## config.mk

```make
export PLATFORM = sky130hd
export DESIGN_NAME = gost89_cfb_stream
export DESIGN_NICKNAME = d
export VERILOG_FILES = /design/src/rtl/gost89_cfb_stream.sv
export SDC_FILE = /design/constraint.sdc
export NUM_CORES = 1
export LEC_CHECK = 0
export CORE_MARGIN = 1.5
export CORE_UTILIZATION = 40
export DETAILED_ROUTE_END_ITERATION = 6
export PLACE_DENSITY = 0.71
export SKIP_LAST_GASP = 1
export SYNTH_ARGS = -nofsm -noshare
export SYNTH_HDL_FRONTEND = slang
export SYNTH_SLANG_ARGS = --single-unit
```

## constraint.sdc

```tcl
create_clock -name i_clk -period 2.8 [get_ports i_clk]
set_input_delay 0.42 -clock i_clk [delete_from_list [all_inputs] [get_ports i_clk]]
set_output_delay 0.42 -clock i_clk [all_outputs]
set_load 0.03 [all_outputs]
```

## src/rtl/gost89_cfb_stream.sv

```systemverilog
// gost89_cfb_stream: packs a 32-bit valid/ready word stream into 64-bit blocks for a GOST 28147-89
// CFB core and unpacks results. Define GOST89_CFB_STREAM_STATS_EN to add the o_blk_count counter.
module gost89_cfb_stream #(
    parameter bit          HI_FIRST = 1'b1,
    parameter int unsigned WAIT_MAX = 64
) (
    input  logic        i_clk,
    input  logic        i_reset_n,
    input  logic        i_iv_valid,
    output logic        o_iv_ready,
    input  logic [63:0] i_iv,
    input  logic        i_in_valid,
    output logic        o_in_ready,
    input  logic [31:0] i_in_data,
    input  logic        i_in_last,
    output logic        o_out_valid,
    input  logic        i_out_ready,
    output logic [31:0] o_out_data,
    output logic        o_out_last,
    output logic        o_cfb_reset,
    output logic        o_cfb_load,
    output logic [63:0] o_cfb_in,
    input  logic [63:0] i_cfb_out,
    input  logic        i_cfb_busy,
`ifdef GOST89_CFB_STREAM_STATS_EN
    output logic [31:0] o_blk_count,
`endif
    output logic        o_error
);

    localparam int unsigned CntW = $clog2(WAIT_MAX + 1);

    typedef enum logic [2:0] {
        StIdle, StIvLoad, StCollect, StStart, StWait, StEmit0, StEmit1
    } state_e;

    state_e            r_state;
    logic [31:0]       r_half;
    logic              r_have_half;
    logic              r_n2;
    logic              r_last;
    logic [31:0]       r_res2;
    logic [CntW-1:0]   r_wait_cnt;
    logic              r_iv_ready;
    logic              r_in_ready;
    logic              r_out_valid;
    logic [31:0]       r_out_data;
    logic              r_out_last;
    logic              r_cfb_reset;
    logic              r_cfb_load;
    logic [63:0]       r_cfb_in;
    logic              r_error;
`ifdef GOST89_CFB_STREAM_STATS_EN
    logic [31:0]       r_blk_count;
`endif

    logic [31:0] w_first;
    logic [31:0] w_second;
    logic [63:0] w_block;
    logic [31:0] w_res_first;
    logic [31:0] w_res_second;
    logic        w_wait_expired;

    // A lone last word is padded with a zero second half.
    assign w_first        = r_have_half ? r_half : i_in_data;
    assign w_second       = r_have_half ? i_in_data : 32'h0;
    assign w_block        = HI_FIRST ? {w_first, w_second} : {w_second, w_first};
    assign w_res_first    = HI_FIRST ? i_cfb_out[63:32] : i_cfb_out[31:0];
    assign w_res_second   = HI_FIRST ? i_cfb_out[31:0] : i_cfb_out[63:32];
    assign w_wait_expired = (r_wait_cnt == CntW'(WAIT_MAX - 1));

    always_ff @(posedge i_clk or negedge i_reset_n) begin
        if (!i_reset_n) begin
            r_state     <= StIdle;
            r_half      <= '0;
            r_have_half <= 1'b0;
            r_n2        <= 1'b0;
            r_last      <= 1'b0;
            r_res2      <= '0;
            r_wait_cnt  <= '0;
            r_iv_ready  <= 1'b0;
            r_in_ready  <= 1'b0;
            r_out_valid <= 1'b0;
            r_out_data  <= '0;
            r_out_last  <= 1'b0;
            r_cfb_reset <= 1'b0;
            r_cfb_load  <= 1'b0;
            r_cfb_in    <= '0;
            r_error     <= 1'b0;
`ifdef GOST89_CFB_STREAM_STATS_EN
            r_blk_count <= '0;
`endif
        end else begin
            r_cfb_reset <= 1'b0;
            r_cfb_load  <= 1'b0;
            unique case (r_state)
                StIdle: begin
                    r_iv_ready <= 1'b1;
                    if (r_iv_ready && i_iv_valid) begin
                        r_iv_ready  <= 1'b0;
                        r_cfb_in    <= i_iv;
                        r_cfb_reset <= 1'b1;
                        r_state     <= StIvLoad;
                    end
                end
                StIvLoad: begin
                    r_in_ready  <= 1'b1;
                    r_have_half <= 1'b0;
                    r_state     <= StCollect;
                end
                StCollect: begin
                    if (r_in_ready && i_in_valid) begin
                        if (!r_have_half && !i_in_last) begin
                            r_half      <= i_in_data;
                            r_have_half <= 1'b1;
                        end else begin
                            r_in_ready <= 1'b0;
                            r_n2       <= r_have_half;
                            r_last     <= i_in_last;
                            r_cfb_in   <= w_block;
                            r_cfb_load <= 1'b1;
                            r_state    <= StStart;
                        end
                    end
                end
                StStart: begin
                    r_wait_cnt <= '0;
                    r_state    <= StWait;
                end
                StWait: begin
                    if (!i_cfb_busy) begin
                        r_res2      <= w_res_second;
                        r_out_valid <= 1'b1;
                        r_out_data  <= w_res_first;
                        r_out_last  <= r_last && !r_n2;
                        r_state     <= StEmit0;
`ifdef GOST89_CFB_STREAM_STATS_EN
                        r_blk_count <= r_blk_count + 32'd1;
`endif
                    end else if (w_wait_expired) begin
                        r_error <= 1'b1;
                        r_state <= StIdle;
                    end else begin
                        r_wait_cnt <= r_wait_cnt + 1'b1;
                    end
                end
                StEmit0: begin
                    if (i_out_ready) begin
                        if (r_n2) begin
                            r_out_data <= r_res2;
                            r_out_last <= r_last;
                            r_state    <= StEmit1;
                        end else begin
                            r_out_valid <= 1'b0;
                            r_out_last  <= 1'b0;
                            r_out_data  <= '0;
                            r_in_ready  <= !r_last;
                            r_have_half <= 1'b0;
                            r_state     <= r_last ? StIdle : StCollect;
                        end
                    end
                end
                StEmit1: begin
                    if (i_out_ready) begin
                        r_out_valid <= 1'b0;
                        r_out_last  <= 1'b0;
                        r_out_data  <= '0;
                        r_in_ready  <= !r_last;
                        r_have_half <= 1'b0;
                        r_state     <= r_last ? StIdle : StCollect;
                    end
                end
                default: r_state <= StIdle;
            endcase
        end
    end

    assign o_iv_ready  = r_iv_ready;
    assign o_in_ready  = r_in_ready;
    assign o_out_valid = r_out_valid;
    assign o_out_data  = r_out_data;
    assign o_out_last  = r_out_last;
    assign o_cfb_reset = r_cfb_reset;
    assign o_cfb_load  = r_cfb_load;
    assign o_cfb_in    = r_cfb_in;
    assign o_error     = r_error;
`ifdef GOST89_CFB_STREAM_STATS_EN
    assign o_blk_count = r_blk_count;
`endif

endmodule

```

**After elaboration in Yosys (flattened, before gate mapping)**

Cells that the tools add are included.

- Bits of input ports: 167
- Bits in registers: 180
- Output and inout bits: 103
- Logic and storage cells: 109

- Bitwise operators: 2
- Mux-type cells: 48
- Equal/unequal tests: 18
- Add/sub/neg operators: 1
- Reduce and logical (&&, ||, !) cells: 24

Operators with widths:

| cell | count |
|---|---|
| 32-bit 2-to-1 mux | 6 |
| 64-bit 2-to-1 mux | 3 |
| 64-bit case mux with 2 select lines | 1 |
| 32-bit case mux with 3 select lines | 1 |
| 3-bit 2-to-1 mux | 8 |
| 3-bit case mux with 7 select lines | 1 |
| 1-bit 2-to-1 mux | 20 |
| 2-bit inequality test, second input constant | 10 |
| 6-bit AND reduction | 3 |
| 7-bit 2-to-1 mux | 2 |
| 7-bit case mux with 2 select lines | 1 |
| 3-bit AND reduction | 4 |
| 3-bit == test, second input constant | 3 |
| 1-bit case mux with 4 select lines | 2 |
| 4-bit AND reduction | 2 |
| 7-bit by 1-bit adder with 7-bit output, second input constant | 1 |
| 7-bit by 6-bit == test with 1-bit output, second input constant | 1 |
| 3-bit by 2-bit == test with 1-bit output, second input constant | 2 |
| 1-bit case mux with 3 select lines | 2 |
| 5-bit AND reduction | 1 |
| 1-bit logical AND | 4 |
| 1-bit logical NOT | 4 |
| 2-bit nonzero test | 2 |
| 4-bit nonzero test | 1 |
| other kinds (7) | 8 |

**Longest topological paths before layout**

- Word-level depth: 5
- Gate-level depth with buffers: 8
- Depth with buffers taken out: 5

**Worst setup path after synthesis**

Ideal clock, no wire load.

- Kind: flip-flop to flip-flop
- Start point: register r_state[2]
- End point: register r_cfb_in[32] (netlist: o_cfb_in[32])
- Required time: 2.673 ns
- Stages on the path, launching flop included: 9
- Library setup time: 0.127 ns
- Path slack: 1.018 ns
- Path buffers: 4
- Period minus slack after synthesis: 1.782 ns
- Data arrival time: 1.655 ns
- Path through: dfrtp_1 > buf_2 > or3b_1 > buf_2 > o22a_1 > buf_2 > buf_2 > nand2_1 > o21ai_0

- Word-level cells in the longest chain between the ends: 3
- Elaborated cells between the ends (all ways): 8
- Those cells by class: eq/ne: 4; mux: 1; reduce/logical: 3

Ends and longest elaborated chain:

| element | RTL line | RTL |
|---|---|---|
| start: declaration | 37 | `state_e r_state;` |
| start signal: assignment | 74 | `r_state <= StIdle;` |
| start signal: assignment | 103 | `r_state <= StIvLoad;` |
| start signal: assignment | 109 | `r_state <= StCollect;` |
| 3-bit by 2-bit == test with 1-bit output / 3-bit logical NOT (equally long branches) | 96 | `unique case (r_state)` |
| 2-bit inequality test (no source line) / 2-bit nonzero test (equally long branches) | n/a |  |
| 4-bit AND reduction (no source line) | n/a |  |
| end signal: assignment | 101 | `r_cfb_in <= i_iv;` |
| end signal: assignment | 120 | `r_cfb_in <= w_block;` |
| end: declaration | 51 | `logic [63:0] r_cfb_in;` |

Several ways; a longest one is shown, not always the timed one.
A chain may end at the register's enable or synchronous reset.

**Final worst setup path**

- Start point: register r_state[1]
- End point: register r_cfb_in[9] (netlist: o_cfb_in[9])

Same word-level chain as after synthesis.

==> results.json <==
{
  "fin_util_pct": 58.23,
  "powerDensity_nw_per_um2": 1139,
  "nFillCells": 1726,
  "ctsHtreeMaxLevel": 4,
  "dr.pass1.iters": 4,
  "worstSetupStartpointType": "register",
  "tightest_slew_ps": 927.5,
  "viasPerCell": 5.168,
  "yosys.area.top_type_share_pct": 55.15,
  "fmax_ghz": 0.4665,
  "arrival_ps": 2490,
  "synthArstFlopShare_pct": 100.0,
  "slew_violations": 0,
  "synth-simple-area-share_pct": 12.67,
  "cts_hold_buf": 1,
  "r2r_start": "r_state[1]",
  "synth_edf_count": 0,
  "multi_input_area_sq_um": 3366,
  "worst_clock_skew_ps": 11.20,
  "cp-end-kind": "register",
  "track_usage_pct": 21.09,
  "drtAntennaViolNets": 0,
  "final_nets": 1195,
  "ys_types": 49,
  "min_path_type": "reg -> reg",
  "syn_area_per_cell_sq_um": 10.43,
  "hold_start": "o_out_data[0]",
  "cp_data_required_time_ps": 3140,
  "muxShareOfSynthArea_pct": 13.28,
  "clk_pin_slew_ps": 80,
  "syn_area_sq_um": 8168,
  "post-route-period-util_pct": 76.56,
  "ys_seq_area_share_pct": 55.15,
  "final-hold-violation-count": 0,
  "io_pins": 270,
  "clock_sinks": 180,
  "yosys.area_share.adder_pct": 0.1532,
  "numCtsBuffers": 17,
  "first_iter_violations": 301,
  "drc": 0,
  "netlist_top_cells_area": "dfrtp_1 (55%), mux2_2 (9.0%), nand2_1 (4.8%)",
  "vias": 6770,
  "crit_start": "r_state[1]",
  "grt_max_degree": 97,
  "yosys_warnings": 0,
  "p_switching_mw": 5.479,
  "core-area_sq_um": 20100,
  "p_int_mw": 7.853,
  "cts_resized": 0,
  "synth_ff_type": "dfrtp_1",
  "die_x_um": 145.9,
  "seqPwrFrac_pct": 33.7,
  "tns_ps": 0,
  "drive_gt1_share_pct": 11.73,
  "min_period_ps": 2144,
  "grt_overflow_total": 0,
  "wl_per_cell_um": 16.83,
  "synthXorXnorAreaFrac_pct": 0.5362,
  "crit_fanout": 50,
  "register_area_sq_um": 4506,
  "gp_congestion": 0.7839,
  "drt_wl_total_mm": 22.05,
  "leakagePower_nw": 4.966,
  "synth_fp_nets": 951,
  "area_growth_pct": 43.34,
  "core.rowCount": 52,
  "synth_top_area_cell": "dfrtp_1",
  "swShare_pct": 41.10,
  "setup_viol": 0,
  "cts_max_path_buffers": 2,
  "die_y_um": 145.9,
  "synth_compound_area_share_pct": 14.34,
  "antenna_found_initial": 0,
  "synth_top_family_by_area": "compound AO/OA/AOI/OAI gates",
  "yosysMostFrequentCell": "dfrtp_1",
  "worst_skew_pair.late_latency_ps": 420,
  "post_cts.repair.setup_buffers": 0,
  "grt_setup_unrepaired": "no",
  "cts_root_buffer": "clkbuf_16",
  "cts_tree": "done",
  "synthCells": 783,
  "io_buffers": 269,
  "dp_hpwl_mm": 14.99,
  "p_comb_share_pct": 48.3,
  "initial_core_util_pct": 40.63,
  "synthTopCellsByCount": "dfrtp_1 (180), nand2_1 (104), nor2_1 (75)",
  "grt_pass1_vias": 6639,
  "synth-seq-cells": 180,
  "worstSetupPathType": "reg -> reg",
  "die_area_sq_um": 21290,
  "clkPwrFrac_pct": 18.0,
  "status": "finished clean",
  "maxCapViolCount": 0,
  "antennaDiodeCount": 0,
  "grt_pass1_wl_mm": 35.69,
  "ir_drop_mv": 0.6105,
  "maxSlewHeadroom_pct": 38.17
}
[worst max-delay path, stage by stage (launching register included)]
cell,delay (ps)
dfrtp_1,660
or3b_4,500
o22ai_4,190
buf_4,450
nor2_1,80
a31oi_1,170
[area by class of cell]
class / count / area share, %
clock buffers: 17 / 3.634
clock inverters: 15 / 1.368
inverters: 7 / 0.2244
multi-input cells: 535 / 28.75
flip-flops and latches: 180 / 38.48
well taps: 270 / 2.886
repair buffers: 286 / 24.66
[flip-flops by register name, summed over array words and instances (netlist names)]
| signal | flops |
|---|---|
| o_cfb_in | 64 |
| o_out_data | 32 |
| r_half | 32 |
| r_res2 | 32 |
| r_wait_cnt | 7 |
| r_state | 3 |
| o_cfb_load | 1 |
| o_cfb_reset | 1 |
| o_error | 1 |
| o_in_ready | 1 |
| o_iv_ready | 1 |
| o_out_last | 1 |
| o_out_valid | 1 |
| r_have_half | 1 |
| r_last | 1 |
| r_n2 | 1 |
[layout by cell type, fill, tap and decap left out, drive strengths merged, types with 3 or more instances in the layout]
cell type      Yosys  routed
dfrtp            180     180
a22oi             32      32
inv                7      15
nor2              75      75
nand3             33      33
mux2i             33      33
o21ai             70      70
nand2b             3       3
and3               4       4
xor2               5       5
a31oi             34      34
mux2              67      67
a21oi             35      35
o211ai             4       4
clkinv             0       6
clkdlybuf4s50      0     268
nand2            104     104
clkbuf            24      17
buf               37      17
[power by group through the flow]
stage / Sequential (mW) / Clock (mW) / Combinational [mW]
after detailed placement: 4.55 / 0 / 6.50
after floorplan: 5.67 / 0 / 2.91
after CTS: 4.50 / 2.46 / 6.51
after global routing: 4.66 / 2.56 / 6.97
after global placement: 4.50 / 0 / 6.41
final: 4.50 / 2.40 / 6.44
[cells by family (layout without fill, tap and decap cells)]
family / count (synthesis) / count (layout)
mux: 100 / 100
flops: 180 / 180
fa+ha+maj: 1 / 1
simple gates: 236 / 236
compound gates: 193 / 193
buf+inv: 68 / 325
xor+xnor: 5 / 5
[through the flow]
stage               hold slack [ps]  cells  area, sq um  setup WS (ps)  power (mW)
floorplan                     124.4    783         8168           1018       8.582
global placement              425.8   1277        11110          556.8       10.91
detailed placement            424.9   1277        11110          556.3       11.05
CTS                           486.8   1310        11710          644.9       13.47
global route                  507.0   1310        11710          476.8       14.20
finish                        481.2   1310        11710          656.3       13.33
[path summary, 6_finish.rpt]
check / to / slack (ps) / cells past startpoint
worst min register to register: o_out_data[0] / 480 / 2
worst min-delay path: o_out_data[0] / 480 / 2
worst max-delay path: o_cfb_in[9] / 660 / 5
worst max register to register: o_cfb_in[9] / 660 / 5
max in group asynchronous: o_out_data[26] / 1460 / 3
min in group asynchronous: r_res2[22] / 520 / 2
[metal layers]
layer | part of all wire, % | track usage, % | routed length, um
met5 | 0 | 0 | 0
met4 | 1.4 | 4.847 | 300
met3 | 8.4 | 6.834 | 1853
met2 | 46 | 32.69 | 10130
met1 | 44 | 28.82 | 9765
Note: power is estimated with default switching activity, not from simulation.
